$ cat config.mk
export PLATFORM = sky130hd
export DESIGN_NAME = im_stream_packer
export DESIGN_NICKNAME = d
export VERILOG_FILES = /design/src/rtl/im_stream_packer.sv
export SDC_FILE = /design/constraint.sdc
export NUM_CORES = 2
export LEC_CHECK = 0
export BUFFER_PORTS_ARGS = -buffer_cell sky130_fd_sc_hd__clkbuf_2
export CAP_MARGIN = 20
export CORE_MARGIN = 5
export CORE_UTILIZATION = 35
export DETAILED_ROUTE_END_ITERATION = 7
export GPL_TIMING_DRIVEN = 1
export SYNTH_ARGS = -nofsm -noshare
export SYNTH_HDL_FRONTEND = slang
export SYNTH_SLANG_ARGS = --single-unit
export TNS_END_PERCENT = 30
$ cat constraint.sdc
create_clock -name im_pclk_i -period 33.7 [get_ports im_pclk_i]
set_input_delay 8.425 -clock im_pclk_i [delete_from_list [all_inputs] [get_ports im_pclk_i]]
set_output_delay 8.425 -clock im_pclk_i [all_outputs]
set_load 0.01 [all_outputs]
$ cat src/rtl/im_stream_packer.sv
// Packs an 8-bit pixel stream into 32-bit words with start-of-frame / end-of-line
// markers behind a small FWFT FIFO. Optional pattern checker: define IM_PACK_CHECK_EN.
module im_stream_packer #(
  parameter int FIFO_AW = 4,
  parameter int CNT_W   = 12
) (
  input  logic             im_pclk_i,
  input  logic             rst,
  input  logic             im_vsync,
  input  logic             im_hsync,
  input  logic             im_valid,
  input  logic [7:0]       im_din,
  output logic [31:0]      m_tdata,
  output logic             m_tvalid,
  input  logic             m_tready,
  output logic             m_tuser,
  output logic             m_tlast,
  output logic [15:0]      frame_cnt,
  output logic [CNT_W-1:0] line_len,
  output logic [CNT_W-1:0] line_cnt,
  output logic             ovf_err,
  input  logic             clr_err,
  output logic [15:0]      pat_err_cnt
);

  localparam int DEPTH = 1 << FIFO_AW;

  typedef enum logic [1:0] {
    WAIT_FRAME = 2'd0,
    ACTIVE     = 2'd1,
    DROP       = 2'd2
  } state_t;

  state_t             r_state;
  logic               r_vsync, r_vsync_d, r_valid, r_valid_d;
  logic [7:0]         r_din;
  logic [1:0]         r_k;
  logic [23:0]        r_acc;
  logic               r_stg_vld;
  logic [31:0]        r_stg_data;
  logic               r_sof;
  logic [CNT_W-1:0]   r_pix, r_lines, r_line_len, r_line_cnt;
  logic [15:0]        r_frame_cnt;
  logic               r_ovf;
  logic [33:0]        r_mem [DEPTH];
  logic [FIFO_AW-1:0] r_wptr, r_rptr;
  logic [FIFO_AW:0]   r_cnt;

  logic               w_fstart, w_fend, w_lend;
  logic               w_push, w_push_last, w_wr, w_pop, w_full, w_ovf;
  logic [31:0]        w_push_data;
  logic [CNT_W-1:0]   w_lines_next;
  logic               w_unused_hsync;

  assign w_unused_hsync = im_hsync;

  assign w_fstart = r_vsync_d & ~r_vsync;
  assign w_fend   = ~r_vsync_d & r_vsync;
  assign w_lend   = r_valid_d & ~r_valid;

  assign w_lines_next = (w_lend && !(&r_lines)) ? r_lines + 1'b1 : r_lines;

  // A staged full word is the last of its line exactly when the line end shows up in the cycle it is written.
  always_comb begin
    w_push      = 1'b0;
    w_push_data = 32'd0;
    w_push_last = 1'b0;
    if (r_state == ACTIVE) begin
      if (r_stg_vld) begin
        w_push      = 1'b1;
        w_push_data = r_stg_data;
        w_push_last = w_lend;
      end else if (w_lend && (r_k != 2'd0)) begin
        w_push      = 1'b1;
        w_push_data = {8'd0, r_acc};
        w_push_last = 1'b1;
      end else begin
        w_push = 1'b0;
      end
    end else begin
      w_push = 1'b0;
    end
  end

  assign m_tvalid = |r_cnt;
  assign w_full   = r_cnt[FIFO_AW];
  assign w_pop    = m_tvalid & m_tready;
  assign w_wr     = w_push & (~w_full | w_pop);
  assign w_ovf    = w_push & w_full & ~w_pop;

  // Input capture stage and one-cycle-delayed copies for edge detection.
  always_ff @(posedge im_pclk_i or posedge rst) begin
    if (rst) begin
      r_vsync   <= 1'b0;
      r_vsync_d <= 1'b0;
      r_valid   <= 1'b0;
      r_valid_d <= 1'b0;
      r_din     <= 8'd0;
    end else begin
      r_vsync   <= im_vsync;
      r_vsync_d <= r_vsync;
      r_valid   <= im_valid;
      r_valid_d <= r_valid;
      r_din     <= im_din;
    end
  end

  // Frame FSM, packer and geometry counters.
  always_ff @(posedge im_pclk_i or posedge rst) begin
    if (rst) begin
      r_state     <= WAIT_FRAME;
      r_k         <= 2'd0;
      r_acc       <= 24'd0;
      r_stg_vld   <= 1'b0;
      r_stg_data  <= 32'd0;
      r_sof       <= 1'b0;
      r_pix       <= '0;
      r_lines     <= '0;
      r_line_len  <= '0;
      r_line_cnt  <= '0;
      r_frame_cnt <= 16'd0;
      r_ovf       <= 1'b0;
    end else begin
      r_stg_vld <= 1'b0;
      if (w_ovf) r_ovf <= 1'b1;
      else if (clr_err) r_ovf <= 1'b0;
      if (w_wr) r_sof <= 1'b0;
      case (r_state)
        WAIT_FRAME, DROP: begin
          if (w_fstart) begin
            r_state <= ACTIVE;
            r_sof   <= 1'b1;
            r_k     <= 2'd0;
            r_acc   <= 24'd0;
            r_pix   <= '0;
            r_lines <= '0;
          end
        end
        ACTIVE: begin
          if (r_valid) begin
            if (!(&r_pix)) r_pix <= r_pix + 1'b1;
            if (r_k == 2'd3) begin
              r_stg_vld  <= 1'b1;
              r_stg_data <= {r_din, r_acc};
              r_acc      <= 24'd0;
            end else begin
              r_acc[{r_k, 3'b000} +: 8] <= r_din;
            end
            r_k <= r_k + 2'd1;
          end
          if (w_lend) begin
            r_k        <= 2'd0;
            r_acc      <= 24'd0;
            r_line_len <= r_pix;
            r_pix      <= '0;
            r_lines    <= w_lines_next;
          end
          if (w_ovf) begin
            r_state <= DROP;
          end else if (w_fend) begin
            r_line_cnt  <= w_lines_next;
            r_lines     <= '0;
            r_frame_cnt <= r_frame_cnt + 16'd1;
            r_sof       <= 1'b1;
          end else if (w_fstart) begin
            r_sof   <= 1'b1;
            r_k     <= 2'd0;
            r_acc   <= 24'd0;
            r_pix   <= '0;
            r_lines <= '0;
          end
        end
        default: r_state <= WAIT_FRAME;
      endcase
    end
  end

  // First-word-fall-through FIFO; storage is reset so the data outputs read zero when empty after reset.
  always_ff @(posedge im_pclk_i or posedge rst) begin
    if (rst) begin
      r_wptr <= '0;
      r_rptr <= '0;
      r_cnt  <= '0;
      for (int i = 0; i < DEPTH; i++) r_mem[i] <= 34'd0;
    end else begin
      if (w_wr) begin
        r_mem[r_wptr] <= {w_push_data, r_sof, w_push_last};
        r_wptr        <= r_wptr + 1'b1;
      end
      if (w_pop) r_rptr <= r_rptr + 1'b1;
      case ({w_wr, w_pop})
        2'b10:   r_cnt <= r_cnt + 1'b1;
        2'b01:   r_cnt <= r_cnt - 1'b1;
        default: r_cnt <= r_cnt;
      endcase
    end
  end

  assign m_tdata   = r_mem[r_rptr][33:2];
  assign m_tuser   = r_mem[r_rptr][1];
  assign m_tlast   = r_mem[r_rptr][0];
  assign frame_cnt = r_frame_cnt;
  assign line_len  = r_line_len;
  assign line_cnt  = r_line_cnt;
  assign ovf_err   = r_ovf;

`ifdef IM_PACK_CHECK_EN
  logic [7:0]  r_prev;
  logic        r_have_prev;
  logic [15:0] r_pat_cnt;
  logic        w_mis;

  assign w_mis = (r_state == ACTIVE) & r_valid & r_have_prev & (r_din != r_prev + 8'd1);

  // Ramp checker: each pixel after the first of a line must be its predecessor plus one.
  always_ff @(posedge im_pclk_i or posedge rst) begin
    if (rst) begin
      r_prev      <= 8'd0;
      r_have_prev <= 1'b0;
      r_pat_cnt   <= 16'd0;
    end else begin
      if ((r_state == ACTIVE) && r_valid) begin
        r_prev      <= r_din;
        r_have_prev <= 1'b1;
      end else if (w_lend || w_fstart) begin
        r_have_prev <= 1'b0;
      end else begin
        r_have_prev <= r_have_prev;
      end
      if (clr_err) r_pat_cnt <= 16'd0;
      else if (w_mis && !(&r_pat_cnt)) r_pat_cnt <= r_pat_cnt + 16'd1;
      else r_pat_cnt <= r_pat_cnt;
    end
  end

  assign pat_err_cnt = r_pat_cnt;
`else
  assign pat_err_cnt = 16'd0;
`endif

endmodule
==> Yosys cells after proc, flatten, opt, wreduce, memory -nomap -nowiden <==
Cells that the tools add are included.
{ "word_totals": {"register_bits": 696, "inputBits": 15, "output_inout_bits": 92, "wordCells": 149} }
{ "classes": {"add_sub_neg": 9, "n_lt_le_gt_ge": 3, "eq_ne": 7, "shift": 2, "n_mux": 58, "n_bitwise": 16, "reduce_logical": 18} }
{ "op_table": {"columns": ["op", "count"], "rows": [
  ["544-bit bitwise mux", 1],
  ["24-bit two-way mux", 8],
  ["12-bit two-way mux", 12],
  ["34-bit binary-select mux with 4-bit select", 1],
  ["34-bit demux with 4-bit select", 1],
  ["34-bit two-way mux", 3],
  ["32-bit two-way mux", 2],
  ["12-bit one-hot mux with 2 select lines", 2],
  ["24-bit one-hot mux with 2 select lines", 1],
  ["12-bit by 1-bit adder with 12-bit output, second input constant", 2],
  ["24-bit bitwise mux", 1],
  ["12-bit AND reduction", 2],
  ["8-bit by 7-bit variable shift with 24-bit output, first input constant", 1],
  ["8-bit by 7-bit indexed part select with 24-bit output", 1],
  ["16-bit by 1-bit adder with 16-bit output, second input constant", 1],
  ["2-bit two-way mux", 8],
  ["1-bit two-way mux", 14],
  ["5-bit greater-or-equal comparator, second input constant", 2],
  ["4-bit NOT with 5-bit output", 2],
  ["5-bit one-hot mux with 2 select lines", 1],
  ["4-bit by 1-bit adder with 4-bit output, second input constant", 2],
  ["2-bit one-hot mux with 2 select lines", 2],
  ["2-bit nonzero test", 4],
  ["1-bit AND", 7],
  ["other kinds (18)", 32]
]} }

==> Longest topological paths before layout <==
{ "logic_depth": {"depth_word": 12, "ltp_mapped": 14, "depth_no_buf": 13} }

==> Least setup slack after synthesis <==
No wires, ideal clock.
{ "synth_timing": {"path_kind": "input -> register", "startpoint": "in m_tready", "endpoint": "reg r_cnt[4]", "setup_ns": 0.124, "t_arrival_ns": 10.434, "t_required_ns": 33.576, "setup_slack_ns": 23.142, "stages": 11, "n_path_buf": 1, "cell_sequence": "o221a_2 -> buf_6 -> inv_1 -> ha_1 -> inv_1 -> fa_1 -> nor2b_1 -> o21ai_0 -> nand3_1 -> or3b_2 -> xnor2_1"} }
{ "synth_via": {"elab_chain_len": 5, "word_cells_on_any_way": 7, "classes_between": "2 x eq/ne; 1 x mux; 3 x bitwise; 1 x reduce/logical"} }
{ "synth_lines": {"columns": ["element", "line", "text"], "rows": [
  ["from (decl)", "15", "input logic m_tready,"],
  ["1-bit AND (*)", "87", "assign w_pop = m_tvalid & m_tready;"],
  ["1-bit OR", "88", "assign w_wr = w_push & (~w_full | w_pop);"],
  ["1-bit AND", "88", null],
  ["2-bit by 1-bit equality test with 1-bit output / 2-bit equality test (equally long branches)", "191", "case ({w_wr, w_pop})"],
  ["5-bit one-hot mux with 2 select lines / 2-bit nonzero test (equally long branches)", null, null],
  ["to (signal assigned)", "192", "2'b10: r_cnt <= r_cnt + 1'b1;"],
  ["to (signal assigned)", "193", "2'b01: r_cnt <= r_cnt - 1'b1;"],
  ["to (signal assigned)", "194", "default: r_cnt <= r_cnt;"],
  ["to (decl)", "47", "logic [FIFO_AW:0] r_cnt;"]
]} }
Mark *: on every way between the ends. The rest lies on a longest branch, timed or not.
A chain may end at the register's enable or synchronous reset.

==> Worst setup path in the final report <==
{ "layout_timing": {"startpoint": "reg r_rptr[0]", "endpoint": "out m_tdata[9]"} }
{ "layout_via": {"elab_chain_len": 4} }
{ "layout_lines": {"columns": ["element", "line", "text"], "rows": [
  ["from (decl)", "46", "logic [FIFO_AW-1:0] r_wptr, r_rptr;"],
  ["from (signal assigned)", "190", "if (w_pop) r_rptr <= r_rptr + 1'b1;"],
  ["4-bit NOT with 5-bit output (implied by the code)", "199", "assign m_tdata = r_mem[r_rptr][33:2];"],
  ["34-bit binary-select mux with 4-bit select", "199", null],
  ["34-bit two-way mux (2 in a row)", null, null],
  ["to (decl)", "13", "output logic [31:0] m_tdata,"]
]} }
No other way between the ends. The select of a mux whose other input is x is not followed.

==> impl_results.md <==
* Outcome: completed
* Slowest-stage cell, CP: buf_4
* Layout cell share with drive strength beyond 1 at 18.99%
* Starting Density at 35.10%
* CP bufs+invs at 3
* Leading area contributor after synthesis: dfrtp_1
* Reg area at ~0.017 mm²
* Initial antenna violation count at 2
* #FFs+latches synth at 696
* Die Width at about 300 µm
* Post-synth top area share at 57.46%
* Crit path kind: reg2out
* Peak supply drop at 0.00005485 V
* Lkg Pwr at 14.79 nW
* Vias in the first global route at 19,780
* Ranking of synthesized cells by area: dfrtp_1 57%, mux4_2 13%, o21ai_0 9.3%
* # Post-CTS Setup Buffers at 0
* CP Launch Type: register
* Number of setup violations in the final report at 0
* FF-to-FF setup slack at 29.48 ns
* Period utilization at about 38%
* Worst r2r src: r_k[0]
* DRT Pass-1 Iters at 4
* Critical path arrival at 4.33 ns
* Average size of a mapped cell at 11.54 µm²
* Max cap viols at 0
* Net count, final at roughly 2,600
* Reg2reg end: r_cnt[4]
* # clock sinks at 696
* Synth warn at 0
* Post-cts resize count at 0
* Hold Crit Endpoint: r_vsync_d
* R2R cell count at 12
* Die H at roughly 300 µm
* Initial DRC Count at 1,374
* Pwr dens at 63.53 mW/mm²
* IO Count at 107
* Asr flop ratio synth at between 90% and 100%
* RSZ-0062 raised after global routing: false
* Fmax at between 0.07 and 0.08 GHz
* Req. time, crit path at 25.27 ns
* Post-Route WL at 75,470 µm
* Via count at 19,550
* CTS buffer count at approximately 80
* Crit path time final at 12.76 ns
* Clock Pin Slew Worst Setup and Hold Paths at 0.06 ns
* Post-synth EDFFs at 0
* Clk_skew at 0.03797 ns
* Post-DRT Antenna Nets at 0
* Synth Cell Area at 0.03031 mm²
* CORE AREA at 0.08635 mm²
* Most numerous cell in the Yosys netlist: dfrtp_1
* Setup TNS at 0 ns
* Ranking of synthesized cells by instance count: 696 x dfrtp_1, 594 x nand2_1, 563 x o21ai_0
* WL/cell at roughly 20 µm
* Placed Area at around 0.032 mm²
* Placer Congestion at 0.7439
* Hold depth at 0
* Synth Flop Type: dfrtp_1
* Layout area overhead at 12.98%
* CP Capture Type: output port
* Slew margin rel. at between 20% and 30%
* Clk Tree Root Cell: clkbuf_16
* Port bufs at 89
* Final HPWL DP at between 40,000 and 50,000 µm
* Final Max Slew Viols at 0
* Top delay family on crit path: buffers and inverters
* Fill count at 8,248
* Grt ovf at 0
* Drt drc at 0
* Fin util at 39.66%
* DIE AREA at 0.09259 mm²
* Worst path cell trace: buf_4, buf_4, mux4_2, mux4_2, clkbuf_2
* CTS tree: done
* Worst hold start: r_vsync
* Final Instance Area at 0.03424 mm²
* Worst Setup SP: r_rptr[0]
* CTS hold repair buffers at 0
* Clock Tree Buf Depth at 3
* First-pass GRT wire length at ~120,000 µm
* Worst Tran Pin Value at 1.145 ns
* Post-synthesis sequential area ratio at a little under three fifths
* H-tree level count at 3
* HP Class: reg2reg
* Vias per cell at around 5.1
* Multi-input logic area at 0.01200 mm²
* Gr usage total at around 16%
* Final Hold Fails at 0
* Largest net degree at the start of global routing at 168
* Worst-path fanout max at 44
* Mapped Cells at 2,626
* Yosys cell types at 56
* FP Rows at about 110
* Critical path's largest stage delay at 0.86 ns
* Clk_lat worst skew at 0.65 ns
registers in the layout, indices dropped and copies added (netlist names), 4 cells and up:
| register | count |
|---|---|
| line_cnt | 12 |
| r_pix | 12 |
| r_cnt | 5 |
| r_lines | 12 |
| r_din | 8 |
| r_rptr | 4 |
| frame_cnt | 16 |
| r_wptr | 4 |
| r_acc | 24 |
| line_len | 12 |
| r_mem | 544 |
| r_stg_data | 32 |
layer usage:
layer	share of wire (%)	global-route usage, %
met1	48	23.70
met2	46	25.89
met3	4.3	2.659
met4	1.8	4.115
met5	0.017	0
worst max path at each step:
stage / to / cells after the start
after CTS: m_tdata[9] / 5
final: m_tdata[9] / 5
after floorplan: frame_cnt[0] / 1
after global placement: m_tdata[9] / 5
after global routing: m_tdata[9] / 5
after detailed placement: m_tdata[9] / 5
kinds of logic after synthesis:
logic type / Yosys count / share of synthesized area (%)
simple gates: 716 / 9.775
other cells: 1 / 0.01237
flops: 696 / 57.46
mux: 233 / 14.97
compound gates: 677 / 12.26
buf+inv: 253 / 3.827
xor+xnor: 32 / 0.9247
fa+ha+maj: 18 / 0.7678
cells in the final DEF, fill, tap and decap left out, types with 18 or more instances in the layout:
cell type / Yosys / routed
a21oi_1: 25 / 25
xnor2_1: 21 / 21
clkbuf_1: 123 / 27
mux4_2: 170 / 170
nor2_1: 22 / 22
a22o_1: 26 / 26
clkbuf_2: 0 / 89
nand3_1: 35 / 18
clkbuf_16: 0 / 81
dfrtp_1: 696 / 692
nand2_1: 594 / 594
inv_1: 21 / 20
buf_4: 17 / 21
o21ai_0: 563 / 562
mux2_2: 62 / 62
power breakdown:
part	switching (mW)	leakage (nW)	internal [mW]	total (mW)
sequential	0.0777	9.62	0.875	0.953
combinational	0.215	3.91	0.150	0.365
clock	0.357	1.26	0.500	0.857
total	0.649	14.8	1.53	2.18
final cells by class:
type,count,area share [%]
clock inverters,23,0.9207
diodes,1,0.007308
repair buffers,115,2.053
well taps,1155,4.220
flip-flops and latches,696,50.90
clock buffers,118,6.617
inverters,21,0.2521
multi-input cells,1692,35.03
through the flow:
stage	total power, mW	worst slack (ns)	hold WS [ns]	std cells
3_5_place_dp	1.341	21.48	0.4192	3675
4_1_cts	2.204	20.78	0.4335	3816
5_1_grt	2.277	20.63	0.4500	3820
2_1_floorplan	1.218	5.758	0.3868	2641
6_report	2.175	20.94	0.4276	3821
3_3_place_gp	1.334	21.51	0.4254	3674
Note: power is estimated with default switching activity, not from simulation.
